<file path="config.mk">
export PLATFORM = sky130hd
export DESIGN_NAME = mix_columns_seq
export DESIGN_NICKNAME = d
export VERILOG_FILES = /design/src/rtl/mix_columns_seq.sv
export SDC_FILE = /design/constraint.sdc
export NUM_CORES = 1
export LEC_CHECK = 0
export CELL_PAD_IN_SITES_DETAIL_PLACEMENT = 1
export CELL_PAD_IN_SITES_GLOBAL_PLACEMENT = 1
export CORE_MARGIN = 1.5
export CORE_UTILIZATION = 33
export DETAILED_ROUTE_END_ITERATION = 10
export PLACE_DENSITY = 0.8
export SYNTH_ARGS = -nofsm -noshare
export SYNTH_HDL_FRONTEND = slang
export SYNTH_SLANG_ARGS = --single-unit
</file>
<file path="constraint.sdc">
create_clock -name clk -period 2.2 [get_ports clk]
set_input_delay 0.44 -clock clk [delete_from_list [all_inputs] [get_ports clk]]
set_output_delay 0.44 -clock clk [all_outputs]
set_load 0.02 [all_outputs]
</file>
<file path="src/rtl/mix_columns_seq.sv">
// Iterative AES forward MixColumns engine.
// Takes one 128-bit state over a valid/ready handshake, transforms
// COLS_PER_CYCLE columns per clock in a working register, then holds the
// result until the consumer accepts it.
//
// Handshake semantics (both sides): a transfer happens on a rising edge
// where valid and ready are both high. in_ready depends only on the FSM
// state, never on in_valid. out_valid, once high, stays high with out_data
// stable until the edge where out_ready is high.
module mix_columns_seq #(
  parameter int COLS_PER_CYCLE = 1
) (
  input  logic         clk,
  input  logic         rst_n,
  input  logic         in_valid,
  output logic         in_ready,
  input  logic [127:0] in_data,
  output logic         out_valid,
  input  logic         out_ready,
  output logic [127:0] out_data,
  output logic         busy
);

  // Only widths that divide the four columns evenly are supported.
  generate
    if (COLS_PER_CYCLE != 1 && COLS_PER_CYCLE != 2 && COLS_PER_CYCLE != 4) begin : g_bad_cols
      $error("mix_columns_seq: COLS_PER_CYCLE must be 1, 2 or 4");
    end
  endgenerate

  typedef enum logic [1:0] {
    IDLE = 2'd0,
    BUSY = 2'd1,
    DONE = 2'd2
  } state_t;

  // Index of the first column of the final processing step, and the
  // per-step index advance (4 wraps to 0, which is harmless because the
  // single step is also the last one).
  localparam logic [1:0] LAST_IDX = 2'(4 - COLS_PER_CYCLE);
  localparam logic [1:0] IDX_STEP = 2'(COLS_PER_CYCLE);

  state_t         state_q;
  state_t         state_d;
  logic [1:0]     idx_q;
  logic [1:0]     idx_d;
  logic [127:0]   work_q;
  logic [127:0]   work_d;

  // GF(2^8) multiply by 2 with the AES reduction polynomial.
  function automatic logic [7:0] xtime(input logic [7:0] x);
    return {x[6:0], 1'b0} ^ (x[7] ? 8'h1b : 8'h00);
  endfunction

  // GF(2^8) multiply by 3.
  function automatic logic [7:0] mul3(input logic [7:0] x);
    return xtime(x) ^ x;
  endfunction

  // One column of MixColumns; row 0 is the most significant byte.
  function automatic logic [31:0] mix_col(input logic [31:0] a);
    logic [7:0] a0;
    logic [7:0] a1;
    logic [7:0] a2;
    logic [7:0] a3;
    {a0, a1, a2, a3} = a;
    return {xtime(a0) ^ mul3(a1)  ^ a2        ^ a3,
            a0        ^ xtime(a1) ^ mul3(a2)  ^ a3,
            a0        ^ a1        ^ xtime(a2) ^ mul3(a3),
            mul3(a0)  ^ a1        ^ a2        ^ xtime(a3)};
  endfunction

  // Transform columns idx .. idx+COLS_PER_CYCLE-1 of the state in place.
  // Column c lives at bits [127-32c -: 32]; the 2-bit column number wraps.
  function automatic logic [127:0] mix_span(input logic [127:0] s,
                                            input logic [1:0]   idx);
    logic [127:0] r;
    logic [1:0]   col;
    r = s;
    for (int k = 0; k < COLS_PER_CYCLE; k++) begin
      col = idx + 2'(k);
      r[127 - 32*int'(col) -: 32] = mix_col(s[127 - 32*int'(col) -: 32]);
    end
    return r;
  endfunction

  // Next-state, column index and working-register update.
  always_comb begin
    state_d = state_q;
    idx_d   = idx_q;
    work_d  = work_q;
    case (state_q)
      IDLE: begin
        if (in_valid) begin
          work_d  = in_data;
          idx_d   = 2'd0;
          state_d = BUSY;
        end
      end
      BUSY: begin
        work_d = mix_span(work_q, idx_q);
        idx_d  = idx_q + IDX_STEP;
        if (idx_q == LAST_IDX) begin
          state_d = DONE;
        end
      end
      DONE: begin
        if (out_ready) begin
          state_d = IDLE;
        end
      end
      default: begin
        state_d = IDLE;
        idx_d   = 2'd0;
      end
    endcase
  end

  // State, index and working register; reset discards any in-flight state.
  always_ff @(posedge clk or negedge rst_n) begin
    if (!rst_n) begin
      state_q <= IDLE;
      idx_q   <= 2'd0;
      work_q  <= 128'h0;
    end else begin
      state_q <= state_d;
      idx_q   <= idx_d;
      work_q  <= work_d;
    end
  end

  assign in_ready  = (state_q == IDLE);
  assign out_valid = (state_q == DONE);
  assign busy      = (state_q != IDLE);
  assign out_data  = work_q;

endmodule

</file>
==> results.md <==
* CP Data Required Time at 2540 ps
* Final setup margin at -311.8 ps
* Worst path slowest cell: mux4_2
* Post-DP HPWL at 25.37 mm
* Initial Util at 33.61%
* Max Cap Viol at 0
* Die Height at 160.4 um
* Slew margin rel. at 51.12%
* CTS max path bufs at 2
* Sink Count at 132
* Fillers at 2,509
* Via/cell ratio at 5.767
* Failing checks: hold timing, setup timing
* CP cell instances: buf_6 -> buf_12 -> buf_12 -> mux4_2 -> buf_12 -> xnor2_4 -> buf_6 -> xor3_2 -> o221ai_1
* Layout cells sized above 1 at 29.28%
* Grt ovf at 0
* Yosys cell types at 36
* Antenna violations before repair at 0
* Reg clk slew, reported paths at 70 ps
* Ports at 263
* Ant diodes at 0
* Global-route wire length before repair at 55.28 mm
* Worst-path maximum fanout at 8
* Post-synth EDFFs at 0
* H-Tree Depth at 4
* Total global-route track usage at 28.95%
* Status: finished, violations left
* DIE AREA at 0.02572 mm2
* Tmin final at 2512 ps
* Routed WL per cell at 26.93 um
* Setup Skew at 14.45 ps
* Core ar. at 0.02432 mm2
* Inst Count DP at 1,342
* Drt drc at 0
* CP bufs+invs at 5
* Die width at 160.4 um
* Root buffer cell: clkbuf_16
* CP startpoint kind: flop
* Final hold vios at 22
* Mapped cell area at 0.008173 mm2
* Mapped Nets at 865
* CTS tree: yes
* Post-DRT Antenna Nets at 0
* Top FF cell, synth: dfrtp_1
* Fin crit share at 114.2%
* WHS at -14.77 ps
* Syn Inst Count at 729
* FF+latch count, synth at 132
* Setup violators final at 128
* Final GP Congestion at 0.8715
* Slowest stage delay, CP at 570 ps
* Synth warnings at 0
* WP data arrival at 2850 ps
* Final net count at 1,209
* Final std cells w/o fill at 1,410
* F_max at 0.3981 GHz
* Kind of cell adding the most delay to the critical path: buffers and inverters
* Vias at 8,131
* Crit path capture type: flop
* Area occupied by registers at 0.003308 mm2
* CTS Buf Count at 17
* Largest net degree at the start of global routing at 62
* Most frequent CP cell: buf_12
* PortBufs at 262
* Rows at 57
* Multi-input logic area at 0.005071 mm2
* Syn Area/Cell at 11.21 um2
* RSZ-0062 raised after global routing: yes
* Most common cell after layout, fill and taps aside: clkdlybuf4s50_1
* DR iter-0 viols at 537
* 1st-pass router iterations at 5
* Slew Limit Fails at 0
* Final wirelength at 37.97 mm
* Most frequent cells in the layout: clkdlybuf4s50_1, dfrtp_1, a21oi_1, buf_4, nand2_1
* Setup CP Type: reg2reg
* Hold crit path type: in2async
* Ys async rst share at 100.0%
* Worst-Margin Slew at 733.3 ps
* Number of global-route vias before repair at 8,760
* Clk_lat worst skew at 440 ps
* Area growth from synthesis to layout at 63.24%
* Sequential-to-total area share from yosys stat at 40.42%
==> layout make-up <==
cell class,instances,share of cell area [%]
clock buffers,17,3.189
clock inverters,15,1.538
inverters,4,0.1125
multi-input cells,523,38.01
flip-flops and latches,132,24.80
well taps,324,3.039
repair buffers,395,29.32
==> per-stage QoR <==
stage	util, %	cell area (um2)	hold WS [ps]	setup TNS [ps]	setup WS [ps]
after floorplan	-	8217	144.4	-432.3	-52.06
after global placement	48.50	11800	451.0	-11250	-200.5
after detailed placement	48.50	11800	465.0	-23490	-323.8
after CTS	52.99	12890	0.6217	-22260	-268.9
after global routing	54.86	13340	3.914	-33300	-356.9
final	54.86	13340	-14.77	-27130	-311.8
==> state kept, by name (all words and copies together) (netlist names) <==
register	count
out_data	128
idx_q	2
state_q	2
==> kinds of logic (layout without fill, tap and decap cells) <==
logic type,after synthesis,after routing,synth area share (%)
multiplexers,32,32,8.956
flip-flops,132,132,40.42
adder cells (fa/ha/maj),4,4,0.6124
XOR/XNOR,74,74,16.82
AND/OR/NAND/NOR,176,176,12.06
AO/OA/AOI/OAI,237,237,17.15
buffers and inverters,74,431,3.980
==> path summary, 6_finish.rpt <==
kind                             from             to  slack [ps]  cells after the start
max reg2reg                  idx_q[0]   out_data[64]        -310                      9
min                             rst_n  out_data[126]         -10                      1
min in group clk           state_q[0]     state_q[1]         530                      1
max                          idx_q[0]   out_data[64]        -310                      9
min reg2reg                state_q[0]     state_q[1]         530                      1
max in group asynchronous       rst_n   out_data[77]        1540                      2
==> Yosys cell counts, drive strengths merged (11+ instances only) <==
cell type,count,area [um2]
dfrtp,132,3303
a21oi,102,510.5
nand2,69,259.0
o21ai,62,310.3
nor4b,61,534.3
clkbuf,53,198.9
nor2,38,142.6
o22ai,36,225.2
mux4,32,732.0
o221ai,31,309.1
xnor3,31,698.2
buf,17,111.4
xnor2,17,242.7
xor2,15,172.7
xor3,11,261.5
==> per-layer routing <==
| metal | track usage, % | wire length (um) |
|---|---|---|
| met5 | 0 | 0 |
| met4 | 11.68 | 1279 |
| met3 | 5.527 | 2583 |
| met2 | 50.14 | 19210 |
| met1 | 35.56 | 14890 |
==> repair_timing <==
| item | CTS | global route |
|---|---|---|
| buffers inserted | 21 | 16 |
| gates cloned | 1 | 0 |
| gates resized for setup | 91 | 81 |
| pin swaps | 36 | 27 |
| hold buffers | 0 | 0 |
| setup endpoints to repair | 131 | 129 |
Power is left out: the tool's default activity adds up to more than one toggle a clock period on the data nets, which glitch-free logic cannot reach.
